`src/rtl/pcie_tl_control_fsm_pkg.sv`:
```
// Shared transaction-layer definitions: one-hot control states and default widths.
// The referee compares state[3:0] against the same constants.
package pcie_tl_control_fsm_pkg;

    localparam int unsigned THR_W_DEF = 3;
    localparam int unsigned NFIFO_DEF = 8;

    typedef enum logic [4:0] {
        ST_RESET  = 5'b00001,
        ST_INIT   = 5'b00010,
        ST_IDLE   = 5'b00100,
        ST_ACTIVE = 5'b01000,
        ST_ERROR  = 5'b10000
    } tl_state_e;

endpackage

```
`src/rtl/pcie_tl_control_fsm.sv`:
```
// Transaction-layer control FSM: sequences the referee, latches FIFO thresholds,
// detects the all-FIFOs-idle condition and traps FIFO overflow/underflow errors.
module pcie_tl_control_fsm
    import pcie_tl_control_fsm_pkg::*;
#(
    parameter int unsigned THR_W = THR_W_DEF,
    parameter int unsigned NFIFO = NFIFO_DEF
) (
    input  logic             clk,
    input  logic             reset,
    input  logic             init,
    input  logic [THR_W-1:0] umbral_alto_in,
    input  logic [THR_W-1:0] umbral_bajo_in,
    input  logic [NFIFO-1:0] fifo_empty,
    input  logic [NFIFO-1:0] fifo_error,
    output logic [4:0]       state,
    output logic             idle_out,
    output logic [THR_W-1:0] umbral_alto_out,
    output logic [THR_W-1:0] umbral_bajo_out,
    output logic [NFIFO-1:0] error_vec,
    output logic             error_out
);

    tl_state_e        r_state;
    tl_state_e        w_next;
    logic             r_idle;
    logic             r_error;
    logic [THR_W-1:0] r_alto;
    logic [THR_W-1:0] r_bajo;
    logic [NFIFO-1:0] r_error_vec;
    logic             w_any_error;
    logic             w_all_empty;

    assign w_any_error = |fifo_error;
    assign w_all_empty = &fifo_empty;

    // Priority: error > init > empty-based moves; reset is handled in the register.
    always_comb begin
        w_next = r_state;
        unique case (r_state)
            ST_RESET: w_next = ST_INIT;
            ST_INIT: begin
                if (w_any_error)  w_next = ST_ERROR;
                else if (init)    w_next = ST_INIT;
                else              w_next = ST_IDLE;
            end
            ST_IDLE, ST_ACTIVE: begin
                if (w_any_error)      w_next = ST_ERROR;
                else if (init)        w_next = ST_INIT;
                else if (w_all_empty) w_next = ST_IDLE;
                else                  w_next = ST_ACTIVE;
            end
            ST_ERROR: w_next = ST_ERROR;
            default:  w_next = ST_RESET;
        endcase
    end

    always_ff @(posedge clk) begin
        if (reset) begin
            r_state     <= ST_RESET;
            r_idle      <= 1'b0;
            r_error     <= 1'b0;
            r_alto      <= '0;
            r_bajo      <= '0;
            r_error_vec <= '0;
        end else begin
            r_state <= w_next;
            r_idle  <= (w_next == ST_IDLE);
            r_error <= (w_next == ST_ERROR);
            if (r_state == ST_INIT) begin
                r_alto <= umbral_alto_in;
                r_bajo <= umbral_bajo_in;
            end
            // Entering ERROR starts a fresh record; staying in ERROR accumulates.
            if (w_next == ST_ERROR) begin
                r_error_vec <= ((r_state == ST_ERROR) ? r_error_vec : '0) | fifo_error;
            end
        end
    end

    assign state           = r_state;
    assign idle_out        = r_idle;
    assign error_out       = r_error;
    assign umbral_alto_out = r_alto;
    assign umbral_bajo_out = r_bajo;
    assign error_vec       = r_error_vec;

endmodule

```
`config.mk`:
```
export PLATFORM = sky130hd
export DESIGN_NAME = pcie_tl_control_fsm
export DESIGN_NICKNAME = d
export VERILOG_FILES = /design/src/rtl/pcie_tl_control_fsm_pkg.sv /design/src/rtl/pcie_tl_control_fsm.sv
export SDC_FILE = /design/constraint.sdc
export NUM_CORES = 1
export LEC_CHECK = 0
export ABC_CLOCK_PERIOD_IN_PS = 2000
export CAP_MARGIN = 25
export CORE_MARGIN = 1
export CORE_UTILIZATION = 37
export CTS_CLUSTER_DIAMETER = 200
export CTS_CLUSTER_SIZE = 28
export DETAILED_ROUTE_END_ITERATION = 8
export PLACE_DENSITY = 0.9
export SYNTH_ARGS = -nofsm -noshare
export SYNTH_HDL_FRONTEND = slang
export SYNTH_SLANG_ARGS = --single-unit
```
`constraint.sdc`:
```
create_clock -name clk -period 2 [get_ports clk]
set_input_delay 0.3 -clock clk [delete_from_list [all_inputs] [get_ports clk]]
set_output_delay 0.3 -clock clk [all_outputs]
set_load 0.01 [all_outputs]
```
# [Word-level counts from Yosys, hierarchy flattened]
# Index checks and enable logic that the tools add are counted.
[totals] reg_bits=21 inputBits=25 out_inout_bits=21 wordCells=24
[classes] n_eq_ne=7 n_mux=7 n_bitwise=1 reduce_logical=3
[ops] operator="$pmux 5 s4" n=1
[ops] operator="$eq 5x3->1 const B" n=2
[ops] operator="$eq 5x5->1 const B" n=2
[ops] operator="$mux 5" n=2
[ops] operator="$mux 4" n=2
[ops] operator="$mux 8" n=1
[ops] operator="$or 8x8->8" n=1
[ops] operator="$reduce_and 8->1" n=1
[ops] operator="$reduce_or 8->1" n=1
[ops] operator="$eq 5x1->1 const B" n=1
[ops] operator="$eq 5x2->1 const B" n=1
[ops] operator="$eq 5x4->1 const B" n=1
[ops] operator="$mux 3" n=1
[ops] operator="$reduce_or 2->1" n=1

# [Depth between registers and ports, before layout]
[depth] depth_word=6 depth_mapped=5 mapped_depth_nobuf=4

# [Worst setup path before layout]
# No wires, ideal clock.
[synth_timing] kind="register to register" start="reg r_state[1], in the netlist state[1]" end="reg r_error_vec[0], in the netlist error_vec[0]" setup_time_ns=0.059 t_arrival_ns=1.402 path_slack_ns=0.539 path_stages_with_launch=6 path_buffers=1 path_cell_list="dfxtp_1 > buf_4 > o21ai_0 > o211a_1 > a21oi_1 > a22o_2"
[synth_between] elab_chain_cells=4 elab_cells_between_ends=10 cone_classes="eq/ne: 6; mux: 2; bitwise: 1; reduce/logical: 1"
[synth_lines] element="from (decl)" line_no="pcie_tl_control_fsm.sv:24" text="tl_state_e r_state;"
[synth_lines] element="from (signal assigned)" line_no="pcie_tl_control_fsm.sv:67" text="r_state <= w_next;"
[synth_lines] element="$eq 5x3->1 / $eq 5x4->1 (equally long branches)" line_no="pcie_tl_control_fsm.sv:40" text="unique case (r_state)"
[synth_lines] element="$reduce_or 2->1" line_no="pcie_tl_control_fsm.sv:40"
[synth_lines] element="$pmux 5 s4" line_no="pcie_tl_control_fsm.sv:40"
[synth_lines] element="$eq 5x5->1" line_no="pcie_tl_control_fsm.sv:75" text="if (w_next == ST_ERROR) begin"
[synth_lines] element="to (signal assigned)" line_no="pcie_tl_control_fsm.sv:76" text="r_error_vec <= ((r_state == ST_ERROR) ? r_error_vec : '0) | fifo_error;"
[synth_lines] element="to (decl)" line_no="pcie_tl_control_fsm.sv:30" text="logic [NFIFO-1:0] r_error_vec;"
# Parallel ways exist; a longest one is shown, timed or not.
# A chain may end at the register's enable or synchronous reset.

# [Worst setup path after layout]
[layout_timing] start="reg r_state[1], in the netlist state[1]" end="out state[1]"
[layout_rtl] element="to (decl)" line_no="pcie_tl_control_fsm.sv:16" text="output logic [4:0] state,"
# No word-level cell between the ends.

==> impl_metrics.py <==
metrics = {
    "run_status": {
        "status": "finished clean",
    },
    "cells_and_area": {
        "synthToLayoutAreaGrowth_pct": 63.7,
        "num_antenna_cells": 0,
        "drive_gt1_share_pct": 14.8,
        "final_nets": 154,
        "ff_latch_area_sq_um": 420,
        "fillers": 159,
        "multiInputGateArea_sq_um": 385,
    },
    "global_routing": {
        "grt_max_degree": 13,
        "grt_pass1_wl_um": 3290,
        "grt_pass1_vias": 752,
        "grt.overflow.total": 0,
        "track_usage_pct": 17.6,
        "antenna_found_initial": 0,
    },
    "yosys": {
        "async_flop_share_pct": 0,
        "post-synth-top-count-cell": "dfxtp_1",
        "ys_ff_latch": 21,
        "yosys.area.top_type": "dfxtp_1",
        "netlist_top_cells_count": "dfxtp_1 (21), nor2_1 (12), a22o_2 (8)",
        "yosys_most_used_dff": "dfxtp_1",
        "syn-num-nets": 103,
        "yosys.cell_types.count": 26,
        "synth_warnings": 0,
        "ys_top_cells_by_area": "dfxtp_1 (51%), a22o_2 (9.8%), mux2i_1 (7.3%), nor2_1 (5.5%), a211oi_4 (2.4%)",
        "syn_avg_cell_area_sq_um": 10.5,
        "synth_top_cell_area_share_pct": 51.2,
        "synth_edf_count": 0,
        "synthCells": 78,
        "synth_area_sq_um": 821,
        "yosysSeqAreaShare_pct": 51.2,
    },
    "sta": {
        "max_freq_mhz": 568,
        "relSlewSlack_pct": 71.4,
        "rsz0062_at_grt": "no",
        "report.final.hold_viol_count": 0,
        "finalSetupViolCount": 0,
        "worstMarginPinSlew_ns": 0.428,
        "skew_ns": 0.00404,
        "slew_violations": 0,
        "fin_crit_sh_pct": 88.0,
        "period_minus_slack_ns": 1.76,
        "fin_setup_tns_ns": 0,
    },
    "drt": {
        "firstDrtPassIters": 4,
        "wl_per_cell_um": 13.5,
        "met1_length_um": 891,
        "routed_wl_um": 2090,
        "wl_met2_um": 1050,
        "via_per_inst": 5.18,
        "highest_layer": "met4",
        "drc": 0,
        "ant_nets": 0,
        "wl_met3_um": 119,
        "vias": 803,
        "drt_iter0_drc": 5,
    },
    "floorplanning": {
        "die-area_sq_mm": 0.00241,
        "io_pins": 46,
        "initial_core_util_pct": 40.6,
        "core_area_sq_mm": 0.00202,
        "die_y_um": 49.1,
        "row_count": 16,
        "die_w_um": 49.1,
    },
    "critical_path": {
        "max_stage_delay_ns": 0.61,
        "end_kind": "primary output",
        "reg2reg_depth": 4,
        "cp_top_family": "buffers and inverters",
        "crit_buf_inv": 1,
        "cp_slowest_cell": "clkdlybuf4s50_1",
        "cp_num_cells": 1,
        "required_ns": 1.70,
        "startpoint_type": "register",
        "worstPathMaxFanout": 10,
        "path_cells": "clkdlybuf4s50_1",
        "worstPathArrival_ns": 1.46,
        "critPathKind": "register to primary output",
    },
    "cts": {
        "clkSinkCount": 21,
        "cts-hold-fix-buffers": 0,
        "cts_buffer_depth": 2,
        "cts_tree": "done",
        "postCtsSetupBuffers": 0,
        "clockRootBuffer": "clkbuf_4",
        "clk_pin_slew_worst_paths_ns": 0.12,
        "insertion_delay_ns": 0.31,
        "htreeDepth": 1,
        "cts_made_buffers": 3,
        "cts_resized": 0,
    },
    "placed_design": {
        "dp_hpwl_um": 1640,
        "gp_congestion": 0.825,
        "port_buffers": 45,
    },
    "pwr": {
        "seq_power_share_pct": 53.6,
        "ir_worst_vdd_mv": 0.430,
        "clock_power_share_pct": 23.4,
        "power.share.combinational_pct": 23.0,
        "switching_share_pct": 26.6,
        "power_uw": 874,
        "p_per_area_mw_per_mm2": 650,
        "power_switching_uw": 232,
        "internal_power_uw": 641,
        "p_leak_nw": 0.533,
    },
    "min_path": {
        "hp-class": "register to register",
        "whs_path_depth": 1,
    },
    "flow_run": {
        "maxCapViolations": 0,
    },
}
-- state kept, by name (all words and copies together) (netlist names) --
signal,flops
error_out,1
error_vec,8
idle_out,1
state,5
umbral_alto_out,3
umbral_bajo_out,3
-- placed cells by master (no fill, tap or decap) --
cell type         n
dfxtp_1          21
nor3_1            3
nand4_1           3
nor4_1            2
clkbuf_4          3
a21o_1            1
nor2b_1           1
o211ai_1          1
nand3b_1          1
clkinv_2          1
a22oi_1           1
or3_4             1
buf_4             3
mux2i_1           6
a21oi_1           2
clkdlybuf4s50_1  45
o211ai_2          1
o21ai_0           2
inv_1             1
xor2_1            1
nand2_1           3
a211oi_4          1
nand3_1           1
nor2_1           12
nor4_2            1
o211a_1           1
a22o_2            8
a31oi_1           1
-- layer usage --
layer  vias to the layer above  global-route usage, %
met3                         4                   3.74
li1                        388                      -
met4                         0                   7.35
met1                       376                   19.8
met2                        35                   31.5
met5                         -                      0
-- cell families (layout without fill, tap and decap cells) --
kind of cell | after synthesis | count (layout) | synth area share [%]
xor+xnor | 1 | 1 | 1.07
simple gates | 28 | 28 | 17.7
compound gates | 19 | 19 | 20.9
mux | 6 | 6 | 7.32
flops | 21 | 21 | 51.2
buf+inv | 3 | 53 | 1.83
-- power by group through the flow --
stage                     Sequential [mW]  Combinational (mW)  Clock (mW)
after floorplan                     0.480              0.0824           0
after global placement              0.475               0.195           0
after detailed placement            0.478               0.201           0
after CTS                           0.468               0.202       0.203
after global routing                0.472               0.215       0.224
final                               0.468               0.201       0.204
-- worst paths after layout --
path,from,end,slack (ns)
setup / recovery,state[1],state[1],0.24
hold reg to reg,error_vec[7],error_vec[7],0.50
setup reg to reg,state[3],error_vec[6],0.35
hold / removal,error_vec[7],error_vec[7],0.50
-- area by class of cell --
cell class	instances	area share [%]
Multi-Input combinational cell	54	28.7
Sequential cell	21	31.3
Clock buffer	3	1.68
Inverter	1	0.279
Clock inverter	1	0.372
Tap cell	27	2.51
Timing Repair Buffer	48	35.2
-- per-stage QoR --
| stage | std cells | setup slack, ns | hold WS (ns) | area [sq um] | utilization (%) |
|---|---|---|---|---|---|
| 2_1_floorplan | 78 | 0.539 | 0.438 | 821 | - |
| 3_3_place_gp | 151 | 0.130 | 0.461 | 1320 | 65.1 |
| 3_5_place_dp | 151 | 0.0829 | 0.470 | 1320 | 65.1 |
| 4_1_cts | 155 | 0.252 | 0.498 | 1340 | 66.5 |
| 5_1_grt | 155 | 0.156 | 0.516 | 1340 | 66.5 |
| 6_report | 155 | 0.240 | 0.498 | 1340 | 66.5 |
No activity file was read; power rests on OpenSTA's default activity.
